$ cat config.mk
export PLATFORM = sky130hd
export DESIGN_NAME = mips_program_loader
export DESIGN_NICKNAME = d
export VERILOG_FILES = /design/src/rtl/mips_program_loader.sv
export SDC_FILE = /design/constraint.sdc
export NUM_CORES = 1
export LEC_CHECK = 0
export ABC_CLOCK_PERIOD_IN_PS = 3500
export BUFFER_PORTS_ARGS = -buffer_cell sky130_fd_sc_hd__buf_2
export CORE_MARGIN = 3
export CORE_UTILIZATION = 53
export DETAILED_ROUTE_END_ITERATION = 7
export GPL_TIMING_DRIVEN = 1
export PLACE_DENSITY_LB_ADDON = 0.25
export SLEW_MARGIN = 20
export SYNTH_ARGS = -nofsm -noshare
export SYNTH_HDL_FRONTEND = slang
export SYNTH_SLANG_ARGS = --single-unit
$ cat constraint.sdc
create_clock -name clk -period 3.5 [get_ports clk]
set_input_delay 0.175 -clock clk [delete_from_list [all_inputs] [get_ports clk]]
set_output_delay 0.175 -clock clk [all_outputs]
set_load 0.02 [all_outputs]
$ cat src/rtl/mips_program_loader.sv
// Boot loader: assembles a little-endian byte stream into 32-bit words and writes them to memory,
// holding the core in reset until the load finishes, then hands the memory port over.
module mips_program_loader #(
  parameter int unsigned    N         = 32,
  parameter logic [N-1:0]   BASE_ADDR = '0,
  parameter int unsigned    MAX_WORDS = 1024
) (
  input  logic         clk,
  input  logic         rstb,
  input  logic [7:0]   rx_data,
  input  logic         rx_valid,
  output logic         rx_ready,
  input  logic [N-1:0] cpu_mem_addr,
  input  logic [N-1:0] cpu_mem_wr_data,
  input  logic         cpu_mem_wr_ena,
  output logic [N-1:0] mem_addr,
  output logic [N-1:0] mem_wr_data,
  output logic         mem_wr_ena,
  output logic         cpu_rst,
  output logic         cpu_ena,
  output logic         load_done,
  output logic         load_error,
  output logic [N-1:0] words_loaded
);

  typedef enum logic [2:0] {StCount, StData, StWrite, StDone, StError} state_e;

  state_e       state_q;
  logic [N-1:0] count_q;
  logic [N-1:0] word_idx_q;
  logic [N-1:0] word_q;
  logic [1:0]   byte_idx_q;

  logic [N-1:0] count_asm;
  logic [N-1:0] word_asm;
  logic [N-1:0] word_idx_inc;
  logic         rx_fire;

  // Candidate values with the incoming byte dropped into the current lane.
  always_comb begin
    count_asm = count_q;
    count_asm[{byte_idx_q, 3'b000} +: 8] = rx_data;
    word_asm = word_q;
    word_asm[{byte_idx_q, 3'b000} +: 8] = rx_data;
  end

  assign word_idx_inc = word_idx_q + 1'b1;
  assign rx_fire      = rx_valid && rx_ready;

  always_ff @(posedge clk) begin
    if (!rstb) begin
      state_q    <= StCount;
      count_q    <= '0;
      word_idx_q <= '0;
      word_q     <= '0;
      byte_idx_q <= '0;
    end else begin
      case (state_q)
        StCount: begin
          if (rx_fire) begin
            count_q    <= count_asm;
            byte_idx_q <= byte_idx_q + 2'd1;
            if (byte_idx_q == 2'd3) begin
              if (count_asm == '0) begin
                state_q <= StDone;
              end else if (count_asm > N'(MAX_WORDS)) begin
                state_q <= StError;
              end else begin
                state_q <= StData;
              end
            end
          end
        end
        StData: begin
          if (rx_fire) begin
            word_q     <= word_asm;
            byte_idx_q <= byte_idx_q + 2'd1;
            if (byte_idx_q == 2'd3) begin
              state_q <= StWrite;
            end
          end
        end
        StWrite: begin
          word_idx_q <= word_idx_inc;
          state_q    <= (word_idx_inc == count_q) ? StDone : StData;
        end
        default: ;
      endcase
    end
  end

  // Everything below depends only on registered state, so rx_valid never reaches rx_ready.
  always_comb begin
    rx_ready    = 1'b0;
    cpu_rst     = 1'b1;
    cpu_ena     = 1'b0;
    load_done   = 1'b0;
    load_error  = 1'b0;
    mem_addr    = BASE_ADDR + (word_idx_q << 2);
    mem_wr_data = word_q;
    mem_wr_ena  = 1'b0;
    case (state_q)
      StCount, StData: rx_ready = 1'b1;
      StWrite:         mem_wr_ena = 1'b1;
      StDone: begin
        load_done   = 1'b1;
        cpu_rst     = 1'b0;
        cpu_ena     = 1'b1;
        mem_addr    = cpu_mem_addr;
        mem_wr_data = cpu_mem_wr_data;
        mem_wr_ena  = cpu_mem_wr_ena;
      end
      StError:         load_error = 1'b1;
      default: ;
    endcase
  end

  assign words_loaded = word_idx_q;

endmodule

Yosys cells after proc, flatten, opt, wreduce, memory -nomap -nowiden
Cells that the tools add are included.
W data, S select, Z words.
{ "totals": {"register_bits": 101, "input_bits": 76, "output_inout_bits": 102} }
{ "classes": {"addsub": 3, "magnitude_cmp": 1, "n_eq_ne": 10, "shift": 2, "muxes": 17, "reduce_logical": 9} }
{ "ops": {"columns": ["operator", "n"], "rows": [
  ["$bwmux W32", 2],
  ["$mux W32", 2],
  ["$add A32 B1 Y32 const B", 1],
  ["$eq A32 B32 Y1", 1],
  ["$gt A32 B11 Y1 const B", 1],
  ["$logic_not A32 Y1", 1],
  ["$shift A8 B7 Y32 const A", 1],
  ["$shiftx A8 B7 Y32", 1],
  ["$mux W3", 6],
  ["$pmux W3 S3", 1],
  ["$ne A2 B2 Y1 const B", 4],
  ["$neg A5 Y7", 1],
  ["$eq A3 B2 Y1 const B", 2],
  ["$reduce_and A2 Y1", 3],
  ["$reduce_and A5 Y1", 1],
  ["$mux W1", 4],
  ["$eq A3 B1 Y1 const B", 1],
  ["$eq A3 B3 Y1 const B", 1],
  ["$logic_not A3 Y1", 1],
  ["$reduce_bool A3 Y1", 1],
  ["$add A2 B1 Y2 const B", 1],
  ["$eq A2 B2 Y1 const B", 1],
  ["$mux W2", 1],
  ["$pmux W1 S2", 1],
  ["2 further kinds", 2]
]} }

Logic depth before layout (Yosys ltp)
{ "depth": {"ltp_word": 9, "ltp_mapped": 10, "depth_no_buf": 9} }

Worst setup path before layout
Ideal clock, no wire load.
{ "synth_path": {"path_type": "flip-flop to flip-flop", "startpoint": "register word_idx_q[0] (netlist: words_loaded[0])", "endpoint": "register state_q[1]", "t_arrival_ps": 2682, "required_time_ps": 3416, "setup_slack_ps": 734, "stages_incl_launch_ff": 9, "path_buffers": 0, "period_less_slack_ps": 2766, "cell_sequence": "dfxtp_1 > ha_1 > nand3_1 > or4_1 > or4_1 > xnor2_1 > a21oi_1 > nand4_1 > o31ai_2"} }
{ "synth_via": {"elab_chain_len": 4} }
{ "synth_lines": {"columns": ["item", "line_no", "text"], "rows": [
  ["start, declared", "30", "logic [N-1:0] word_idx_q;"],
  ["start signal, assigned", "84", "word_idx_q <= word_idx_inc;"],
  ["$add A32 B1 Y32", "47", "assign word_idx_inc = word_idx_q + 1'b1;"],
  ["$eq A32 B32 Y1", "85", "state_q <= (word_idx_inc == count_q) ? StDone : StData;"],
  ["$mux W2", "85", null],
  ["$pmux W3 S3", "58", "case (state_q)"],
  ["end signal, assigned", "52", "state_q <= StCount;"],
  ["end signal, assigned", "65", "state_q <= StDone;"],
  ["end signal, assigned", "85", null],
  ["end, declared", "28", "state_e state_q;"]
]} }
Every way passes these cells.
A chain may end at the register's enable or synchronous reset.

Final worst setup path
Ends and elaborated chain as after synthesis.

==> results.py <==
metrics = {
    "power_and_ir_drop": {
        "power.density_mw_per_mm2": 325.5,
        "power.switching_mw": 0.6051,
        "combPwrFrac": 0.107,
        "power.internal_mw": 1.853,
        "sequentialPowerShare": 0.478,
        "power.share.clock": 0.414,
        "p_sw_frac": 0.2461,
        "p_leak_nw": 3.357,
        "max-vdd-ir-drop_mv": 0.2279,
    },
    "routing": {
        "wl_mm": 17.80,
        "drtIter0Drc": 493,
        "drc": 0,
        "detail_route.first_pass.iterations": 5,
        "ant_nets": 0,
        "vias_per_cell": 5.650,
        "wl_per_cell_um": 15.09,
        "vias": 6667,
    },
    "timing": {
        "final-max-slew-violation-count": 0,
        "relSlewSlack": 0.4602,
        "fmax_mhz": 331.2,
        "grt_setup_unrepaired": "false",
        "hold_viol": 0,
        "layout_min_cycle_time_ns": 3.019,
        "tns_ns": 0,
        "setup_viol": 0,
        "fin_crit_sh": 0.8627,
        "skew_ns": 0.007569,
        "tightestPinTransition_ns": 0.8096,
    },
    "finish": {
        "area_delta_synth_final_pct": 17.98,
        "nets": 1115,
        "layout-drive-gt1-share": 0.2093,
        "diodes": 0,
        "fin_util": 0.6503,
        "ff_latch_area_sq_mm": 0.002022,
        "fill_cells": 1077,
        "multi_input_area_sq_mm": 0.004054,
    },
    "synthesis": {
        "yosys.area_share.adder": 0.01173,
        "synth_top_area_share": 0.3159,
        "synthArstFlopShare": 0,
        "ys_ff_latch": 101,
        "syn_nets": 995,
        "ys_seq_area_frac": 0.3159,
        "synth_mux_area_frac": 0.001564,
        "synth_area_sq_mm": 0.006401,
        "synth_top_family_by_area": "simple AND/OR/NAND/NOR gates",
        "netlist.top_cell.by_area": "dfxtp_1",
        "synth_xor_area_frac": 0.09304,
        "synthFlopType": "dfxtp_1",
        "ys_top_cells_by_count": "nand2_1, dfxtp_1, nand3_1",
        "synth_edf_count": 0,
        "yosysMostFrequentCell": "nand2_1",
        "ys_top_cells_by_area": "dfxtp_1, nand2_1, a21boi_0",
        "yosys.area_share.simple": 0.3831,
        "yosys_warnings": 0,
        "syn_avg_cell_area_sq_um": 7.011,
        "synth_cells": 913,
        "synthDistinctLibCells": 50,
        "synth_compound_area_frac": 0.1419,
    },
    "global_route": {
        "grt_max_degree": 101,
        "grt.overflow.total": 0,
        "grt_pass1_vias": 5701,
        "grt_pass1_wl_mm": 28.29,
        "antenna_found_initial": 0,
        "grt_usage": 0.2594,
    },
    "clocking": {
        "cts_buffer_depth": 2,
        "cts_resized": 0,
        "cts.clk_slew.worst_paths_ns": 0.07,
        "postCtsSetupRepairBufs": 0,
        "cts_hold_buf": 0,
        "clock_latency_ns": 0.34,
        "cts_max_level": 3,
        "root_buffer": "clkbuf_16",
        "cts_buffers": 9,
        "cts_sinks": 101,
        "cts_tree": "done",
    },
    "floorplan": {
        "die_x_um": 115.9,
        "start_util": 0.5512,
        "ioPinCount": 178,
        "coreArea_sq_mm": 0.01161,
        "die_h_um": 115.9,
        "die_area_sq_mm": 0.01343,
        "rows": 39,
    },
    "critical_path": {
        "path_common_cell": "or4_1",
        "critPathTopFamily": "simple AND/OR/NAND/NOR gates",
        "critPathRequiredTime_ns": 3.76,
        "cp.buffers_inverters": 0,
        "crit_path_max_fanout": 8,
        "critPathCaptureType": "flip-flop",
        "cpMaxStageDelayCell": "or4_1",
        "crit_chain": "ha_1 -> nand3_1 -> or4_1 -> or4_1 -> xnor2_1 -> a21oi_1 -> nand4_1 -> o31ai_2",
        "critPathArrivalTime_ns": 3.28,
        "worstSetupPathType": "flip-flop to flip-flop",
        "r2r_slack_ns": 0.48,
        "max_stage_delay_ns": 0.70,
        "start_kind": "flip-flop",
    },
    "run": {
        "maxCapViolCount": 0,
    },
    "place": {
        "port_buffers": 177,
        "place_hpwl_mm": 12.62,
        "place_congestion": 0.9588,
    },
    "run_status": {
        "status": "completed",
    },
    "min_path": {
        "hold_class": "input port to flip-flop",
    },
}
[worst register-to-register path: cells and delay by family (launching register included)]
| kind | cells | cell delay, ns |
|---|---|---|
| AO/OA/AOI/OAI | 2 | 0.33 |
| flip-flops | 1 | 0.50 |
| adder cells (fa/ha/maj) | 1 | 0.29 |
| XOR/XNOR | 1 | 0.16 |
| AND/OR/NAND/NOR | 4 | 1.66 |
[flip-flops by register name, indices dropped and copies added (netlist names)]
name	cells
word_q	32
words_loaded	32
count_q	32
state_q	3
byte_idx_q	2
[cell type report]
type / instances / area share
multi-input cells: 727 / 0.5368
inverters: 8 / 0.003976
repair buffers: 186 / 0.1279
clock inverters: 3 / 0.005964
flip-flops and latches: 101 / 0.2677
well taps: 143 / 0.02369
clock buffers: 12 / 0.03396
[through the flow]
step                      cells  setup slack (ns)  area (sq um)  power (mW)  hold slack [ns]
after floorplan             913            0.7337          6401       1.358           0.4437
after global placement     1165            0.6263          7251       1.455           0.4538
after detailed placement   1165            0.5569          7251       1.459           0.4619
after CTS                  1180            0.4967          7552       2.466           0.2095
after global routing       1180            0.2898          7552       2.535           0.2272
final                      1180            0.4806          7552       2.458           0.2169
[cell families after synthesis]
family	after synthesis
flip-flops	101
AO/OA/AOI/OAI	129
buffers and inverters	85
adder cells (fa/ha/maj)	6
multiplexers	1
AND/OR/NAND/NOR	523
XOR/XNOR	68
[power by group through the flow]
stage               clock network, mW  registers, mW  logic, mW
finish                           1.02           1.18      0.263
global route                     1.07           1.18      0.287
CTS                              1.03           1.18      0.258
detailed placement                  0           1.20      0.257
global placement                    0           1.20      0.253
floorplan                           0           1.20      0.162
[path summary, 6_finish.rpt]
check,startpoint,to,cells after the start
worst max register to register,words_loaded[0]$_SDFFE_PN0P_,state_q[1]$_SDFFE_PN0P_,8
worst min register to register,word_q[5]$_SDFFE_PN0P_,word_q[5]$_SDFFE_PN0P_,2
worst min-delay path,rx_data[4],word_q[28]$_SDFFE_PN0P_,3
worst max-delay path,words_loaded[0]$_SDFFE_PN0P_,state_q[1]$_SDFFE_PN0P_,8
[layout by cell type, fill, tap and decap left out, drive strengths merged, types with 2 or more instances in the layout]
master	instances
a211o	2
dfxtp	101
buf	186
ha	6
xor2	25
o211ai	2
a211oi	2
and3	8
inv	8
a21boi	70
and3b	2
o211a	2
xnor2	43
nand3	75
nor2b	7
nand4	16
o21a	5
o21ai	25
or4	7
nor2	15
o31ai	3
nor3	21
and2	31
nor4	20
nand2b	2
nand2	288
a22oi	2
and4	4
or3	12
clkbuf	12
nor3b	6
clkinvlp	2
a21oi	9
or2	7
[per-layer routing]
layer  part of all wire  GRT usage
met5                  0          0
met4              0.022    0.08971
met2               0.46     0.4104
met1               0.44     0.3562
met3              0.081    0.04804
(Power assumes the default switching activity.)
